File: config.mk
export PLATFORM = sky130hd
export DESIGN_NAME = serial_subtractor
export DESIGN_NICKNAME = d
export VERILOG_FILES = /design/src/rtl/serial_subtractor.sv
export SDC_FILE = /design/constraint.sdc
export NUM_CORES = 1
export LEC_CHECK = 0
export CAP_MARGIN = 20
export CORE_AREA = 4 4 99 73
export CTS_BUF_LIST = sky130_fd_sc_hd__clkbuf_16
export CTS_CLUSTER_SIZE = 16
export DETAILED_ROUTE_END_ITERATION = 16
export DIE_AREA = 0 0 103 77
export GPL_ROUTABILITY_DRIVEN = 0
export GPL_TIMING_DRIVEN = 0
export PLACE_DENSITY = 0.75
export SLEW_MARGIN = 20
export SYNTH_ARGS = -nofsm -noshare
export SYNTH_HDL_FRONTEND = slang
export SYNTH_SLANG_ARGS = --single-unit
File: constraint.sdc
create_clock -name clk -period 3.9 [get_ports clk]
set_input_delay 0.585 -clock clk [delete_from_list [all_inputs] [get_ports clk]]
set_output_delay 0.585 -clock clk [all_outputs]
set_load 0.005 [all_outputs]
File: src/rtl/serial_subtractor.sv
// rtl/serial_subtractor.sv - digit-serial subtractor D = A - B - b_i with start/done handshake
// Optional two's-complement overflow flag enabled by defining SERIAL_SUB_OVF_EN.
module serial_subtractor #(
    parameter int width = 16,
    parameter int digit = 4
) (
    input  logic             clk,
    input  logic             rst_n,
    input  logic             start,
    input  logic [width-1:0] A,
    input  logic [width-1:0] B,
    input  logic             b_i,
    output logic             busy,
    output logic             done,
    output logic [width-1:0] D,
    output logic             b_o,
    output logic             ovf
);
    localparam int N  = width / digit;
    localparam int CW = $clog2(N + 1);

    typedef enum logic [1:0] {S_IDLE, S_RUN, S_DONE} state_t;

    state_t            state_q, state_d;
    logic [width-1:0]  a_q, a_d, b_q, b_d;
    logic [width-1:0]  acc_q, acc_d, acc_next;
    logic [width-1:0]  res_q, res_d;
    logic [CW-1:0]     cnt_q, cnt_d;
    logic              borrow_q, borrow_d;
    logic              bo_q, bo_d;
    logic [digit:0]    diff;
`ifdef SERIAL_SUB_OVF_EN
    logic              a_msb_q, a_msb_d, b_msb_q, b_msb_d;
    logic              ovf_q, ovf_d;
`endif

    // One digit per cycle; the extra top bit of diff is the borrow out of this digit.
    always_comb begin
        diff     = {1'b0, a_q[digit-1:0]} - {1'b0, b_q[digit-1:0]} - {{digit{1'b0}}, borrow_q};
        acc_next = (acc_q >> digit) | (width'(diff[digit-1:0]) << (width - digit));
    end

    always_comb begin
        state_d  = state_q;
        a_d      = a_q;
        b_d      = b_q;
        acc_d    = acc_q;
        res_d    = res_q;
        cnt_d    = cnt_q;
        borrow_d = borrow_q;
        bo_d     = bo_q;
`ifdef SERIAL_SUB_OVF_EN
        a_msb_d  = a_msb_q;
        b_msb_d  = b_msb_q;
        ovf_d    = ovf_q;
`endif
        case (state_q)
            S_IDLE: begin
                if (start) begin
                    a_d      = A;
                    b_d      = B;
                    borrow_d = b_i;
                    acc_d    = '0;
                    cnt_d    = '0;
`ifdef SERIAL_SUB_OVF_EN
                    a_msb_d  = A[width-1];
                    b_msb_d  = B[width-1];
`endif
                    state_d  = S_RUN;
                end
            end
            S_RUN: begin
                acc_d    = acc_next;
                a_d      = a_q >> digit;
                b_d      = b_q >> digit;
                borrow_d = diff[digit];
                cnt_d    = cnt_q + CW'(1);
                if (cnt_q == CW'(N - 1)) begin
                    res_d   = acc_next;
                    bo_d    = diff[digit];
`ifdef SERIAL_SUB_OVF_EN
                    ovf_d   = (a_msb_q != b_msb_q) && (acc_next[width-1] != a_msb_q);
`endif
                    state_d = S_DONE;
                end
            end
            S_DONE: begin
                state_d = S_IDLE;
            end
            default: begin
                state_d = S_IDLE;
            end
        endcase
    end

    always_ff @(posedge clk) begin
        if (!rst_n) begin
            state_q  <= S_IDLE;
            a_q      <= '0;
            b_q      <= '0;
            acc_q    <= '0;
            res_q    <= '0;
            cnt_q    <= '0;
            borrow_q <= 1'b0;
            bo_q     <= 1'b0;
`ifdef SERIAL_SUB_OVF_EN
            a_msb_q  <= 1'b0;
            b_msb_q  <= 1'b0;
            ovf_q    <= 1'b0;
`endif
        end else begin
            state_q  <= state_d;
            a_q      <= a_d;
            b_q      <= b_d;
            acc_q    <= acc_d;
            res_q    <= res_d;
            cnt_q    <= cnt_d;
            borrow_q <= borrow_d;
            bo_q     <= bo_d;
`ifdef SERIAL_SUB_OVF_EN
            a_msb_q  <= a_msb_d;
            b_msb_q  <= b_msb_d;
            ovf_q    <= ovf_d;
`endif
        end
    end

    assign busy = (state_q == S_RUN);
    assign done = (state_q == S_DONE);
    assign D    = res_q;
    assign b_o  = bo_q;
`ifdef SERIAL_SUB_OVF_EN
    assign ovf  = ovf_q;
`else
    assign ovf  = 1'b0;
`endif

endmodule

**Word level (Yosys, flattened, before mapping)**

Index checks and enable logic that the tools add are counted.

- Output and inout port bits: 20
- Bits of input ports: 36
- Register bits: 71
- Word-level logic and storage cells: 35

- Muxes and demuxes: 13
- Reductions and logical operators: 5
- Bitwise gates (word level): 1
- Eq/ne operators: 5
- Add/sub/neg operators: 3

Operators with widths:

| cell | number |
|---|---|
| 16-bit case mux with 2 select lines | 3 |
| 16-bit two-way mux | 3 |
| 12-bit by 16-bit bitwise OR with 16-bit output | 1 |
| 3-bit case mux with 2 select lines | 1 |
| 2-bit AND reduction | 3 |
| 4-bit by 4-bit subtractor with 5-bit output | 1 |
| 5-bit by 1-bit subtractor with 5-bit output | 1 |
| 2-bit two-way mux | 2 |
| 2-bit case mux with 2 select lines | 1 |
| 3-bit by 1-bit adder with 3-bit output (second input constant) | 1 |
| 3-bit by 2-bit equality test with 1-bit output (second input constant) | 1 |
| 3-bit two-way mux | 1 |
| 2-bit by 1-bit equality test with 1-bit output (second input constant) | 1 |
| 2-bit equality test (second input constant) | 1 |
| 2-bit logical NOT | 1 |
| 2-bit by 1-bit != test with 1-bit output (second input constant) | 1 |
| 2-bit != test (second input constant) | 1 |
| 1-bit case mux with 2 select lines | 1 |
| 2-bit nonzero test | 1 |
| 1-bit two-way mux | 1 |

**Logic depth before layout (Yosys ltp)**

- Depth after elaboration: 4
- Mapped depth: 9
- Depth with buffers taken out: 8

**Least setup slack after synthesis**

No wires, ideal clock.

- Path kind: reg2reg
- From: register b_q[0]
- To: register borrow_q
- Cell stages (with the launch flop): 8
- Slack: 2043 ps
- Period minus slack after synthesis: 1857 ps
- Library setup time: 138 ps
- Path buffers: 0
- Required time: 3762 ps
- Arrival time: 1719 ps
- Cell sequence: dfxtp_1 inv_1 fa_1 fa_1 nand2b_1 a21oi_1 xnor2_1 o221ai_1

- Word-level cells in the longest chain between the ends: 3

RTL lines:

| what | line | RTL |
|---|---|---|
| start: declaration | 25 | `logic [width-1:0] a_q, a_d, b_q, b_d;` |
| start signal: assignment | 100 | `b_q <= '0;` |
| start signal: assignment | 114 | `b_q <= b_d;` |
| 4-bit by 4-bit subtractor with 5-bit output | 39 | `diff = {1'b0, a_q[digit-1:0]} - {1'b0, b_q[digit-1:0]} - {{digit{1'b0}}, borrow_q};` |
| 5-bit by 1-bit subtractor with 5-bit output | 39 |  |
| 1-bit case mux with 2 select lines | 57 | `case (state_q)` |
| end signal: assignment | 118 | `borrow_q <= borrow_d;` |
| end: declaration | 29 | `logic borrow_q, borrow_d;` |

Every way passes these cells.
A chain may end at the register's enable or synchronous reset.

**Worst setup path after layout**

- From: register state_q[1]
- To: output port busy

- Word-level cells in the longest chain between the ends: 1

RTL lines:

| what | line | RTL |
|---|---|---|
| start: declaration | 24 | `state_t state_q, state_d;` |
| start signal: assignment | 112 | `state_q <= state_d;` |
| 2-bit by 1-bit equality test with 1-bit output | 128 | `assign busy = (state_q == S_RUN);` |
| end: declaration | 13 | `output logic busy,` |

Every way passes these cells.

==> results.yml <==
status:
  status: "complete, no violations"
sta:
  relSlewSlack_pct: 59.03
  max_slew.worst_pin.slew_ns: 0.6122
  fin_crit_ns: 2.448
  final_max_slew_viol_count: 0
  final-hold-violation-count: 0
  fin_crit_sh_pct: 62.76
  setup_viol: 0
  finClkSkew_ns: 0.004491
  fmax_ghz: 0.4086
  fin_ws_ns: 1.452
  hold_slack_ns: 0.4512
  rsz0062_at_grt: "false"
  tns_ns: 0
pwr:
  vdd_ir_drop_max_uv: 214.5
  power_density_nw_per_um2: 442.1
  static-leakage-power_nw: 1.659
  pwr-share-seq_pct: 42.7
  clkPwrFrac_pct: 44.1
  p_int_w: 0.001320
  p_sw_share_pct: 24.52
  pwr-share-comb_pct: 13.3
  switchingPower_w: 0.0004288
route:
  ant_nets: 0
  drcViolationCount: 0
  dr.pass1.iters: 4
  viasPerCell: 5.325
  vias: 2716
  wl_per_cell_um: 14.67
  wl_um: 7480
  drt-initial-drc-count: 116
worst_setup_path:
  critPathKind: "reg -> out"
  worstPathMaxFanout: 10
  crit_chain: "buf_6 > nand2b_4 > buf_6 > inv_4 > buf_2 > clkdlybuf4s50_1"
  crit_family: "buffers and inverters"
  slowest_delay_ns: 0.53
  critPathBufInv: 5
  crit_top_cell: "buf_6"
  worstSetupStartpoint: "state_q[1]$_SDFFE_PN0P_"
  cp-end-kind: "primary output"
  r2r_start: "b_q[0]$_SDFFE_PN0P_"
  required_ns: 3.31
  start_kind: "register"
  critPathArrivalTime_ns: 1.86
  cp_slowest_cell: "clkdlybuf4s50_1"
clock_tree:
  cts_setup_buffers: 0
  cts-buffers-inserted: 9
  cts_resized: 0
  h-tree-depth: 3
  cts_hold_buf: 0
  cts_root_buf: "clkbuf_16"
  tritoncts: "built"
  cts.clk_slew.worst_paths_ns: 0.05
  clockBufferDepth: 2
  clock_sinks: 67
  clk-insertion-delay-late_ns: 0.33
logic_synthesis:
  netlist_area_um2: 3045
  ys_top_cells_by_area: "dfxtp_1 (44%), nand2_1 (10%), o211a_1 (5.3%)"
  synth-seq-cells: 67
  syn_inst: 364
  synthArstFlopShare_pct: 0
  synth_cell_types: 34
  yosysTopAreaCell: "dfxtp_1"
  syn_nets: 410
  synth_edf_count: 0
  synth_seq_area_share_pct: 44.04
  yosys_warnings: 0
  synth-main-ff-cell: "dfxtp_1"
  syn_avg_cell_area_um2: 8.367
  yosysTopAreaCellShare_pct: 44.04
flow_run:
  cap_violations: 0
final_layout:
  area_growth_pct: 29.91
  drive_gt1_share_pct: 7.176
  antennaDiodeCount: 0
  final_util_pct: 63.96
  layout.nets: 474
  fillerInstances: 543
  fin_area_um2: 3956
hold_path:
  hold_path.class: "reg -> reg"
  min-delay-start: "D[10]$_SDFFE_PN0P_"
die:
  num_rows: 24
  num_io_pins: 56
  floorplan.initialDensity_pct: 49.23
  core-area_um2: 6186
  die_area_um2: 7931
  die_w_um: 103
  die_h_um: 77
place:
  port_buffers: 53
  placed_area_um2: 3674
  preCtsSetupSlack_ns: 1.575
  hpwl_um: 5439
global_routing:
  grt_max_degree: 12
  overflow: 0
  antenna_found_initial: 0
  grt_pass1_vias: 2572
  grt_pass1_wl_um: 12310
  grt_usage_pct: 19.79
## placed cells by master, fill, tap and decap left out, types with 5 or more instances in the layout
cell | netlist | layout
clkbuf_16 | 0 | 9
ha_1 | 8 | 8
clkbuf_1 | 16 | 16
clkdlybuf4s50_1 | 0 | 53
and2_1 | 9 | 9
nand3_1 | 22 | 22
and3_1 | 5 | 5
a21boi_1 | 6 | 6
o221ai_1 | 7 | 7
nand2_1 | 85 | 85
dfxtp_1 | 67 | 67
a22oi_1 | 11 | 11
nor2_1 | 12 | 12
o211a_1 | 16 | 16
buf_2 | 6 | 6
a21boi_0 | 7 | 7
a21oi_1 | 15 | 15
inv_1 | 12 | 12
nor2b_1 | 20 | 20
o21ai_0 | 17 | 17
## path summary, 6_finish.rpt
kind                            to  depth (start not counted)  slack [ns]
max                           busy                          6        1.45
min             D[10]$_SDFFE_PN0P_                          2        0.45
max reg2reg  borrow_q$_SDFFE_PN0P_                          7        1.90
min reg2reg     D[10]$_SDFFE_PN0P_                          2        0.45
## power by group through the flow
stage	registers [W]	clock network [W]	logic [W]
final	0.000747	0.000770	0.000232
after global routing	0.000750	0.000811	0.000262
after CTS	0.000746	0.000776	0.000233
after detailed placement	0.000761	0	0.000231
after global placement	0.000759	0	0.000226
after floorplan	0.000752	0	0.000153
## layer usage
| layer | global-route usage, % | wire length [um] | up-vias |
|---|---|---|---|
| met1 | 27.91 | 3394 | 1259 |
| met5 | 0 | 0 | - |
| met3 | 6.437 | 578 | 8 |
| li1 | - | - | 1364 |
| met2 | 29.39 | 3439 | 85 |
| met4 | 4.398 | 68 | 0 |
## cells in the mapped netlist (3+ instances only)
library cell,number
dfxtp_1,67
o21ai_0,17
o221ai_1,7
and2_1,9
nand2_1,85
nor2_1,12
ha_1,8
buf_2,6
clkbuf_1,16
a21boi_0,7
inv_1,12
a21boi_1,6
nor2b_1,20
o211a_1,16
nand3_1,22
buf_6,4
and3_1,5
a21oi_1,15
xnor2_1,3
a22oi_1,11
## cells by family (layout without fill, tap and decap cells)
| logic type | count (synthesis) | after routing | synth area share (%) |
|---|---|---|---|
| AOI/OAI and AO/OA | 83 | 83 | 19.47 |
| xor gates and xnor gates | 4 | 4 | 1.151 |
| adders and majority gates | 10 | 10 | 4.602 |
| buffers and inverters | 41 | 109 | 6.615 |
| DFF | 67 | 67 | 44.04 |
| other | 1 | 1 | 0.1231 |
| and+or+nand+nor | 158 | 158 | 23.99 |
## metrics by stage
stage,instances,power (W)
after detailed placement,495,0.0009916
after global placement,495,0.0009850
final,510,0.001749
after global routing,510,0.001822
after CTS,510,0.001755
after floorplan,364,0.0009056
## worst register-to-register path, cell delays in order, from the launching register on
cell and delay, ns:
dfxtp_1 0.30, inv_1 0.06, fa_1 0.43, fa_1 0.42
nand2b_1 0.16, a21oi_1 0.18, xnor2_1 0.17, o221ai_1 0.14
## cell type report
class	instances	area, um2	share of cell area, %
Multi-Input combinational cell	256	1503	37.98
Sequential cell	67	1341	33.90
Timing Repair Buffer	53	530.5	13.41
Clock buffer	9	225.2	5.693
Buffer	28	150.1	3.795
Tap cell	78	97.59	2.467
Clock inverter	6	57.56	1.455
Inverter	13	51.30	1.297
## sequential cells by signal, summed over array words and instances, names as in the netlist
name / flops
D: 16
a_q: 16
b_q: 16
acc_q: 12
cnt_q: 3
state_q: 2
b_o: 1
borrow_q: 1
(Power assumes the default switching activity.)
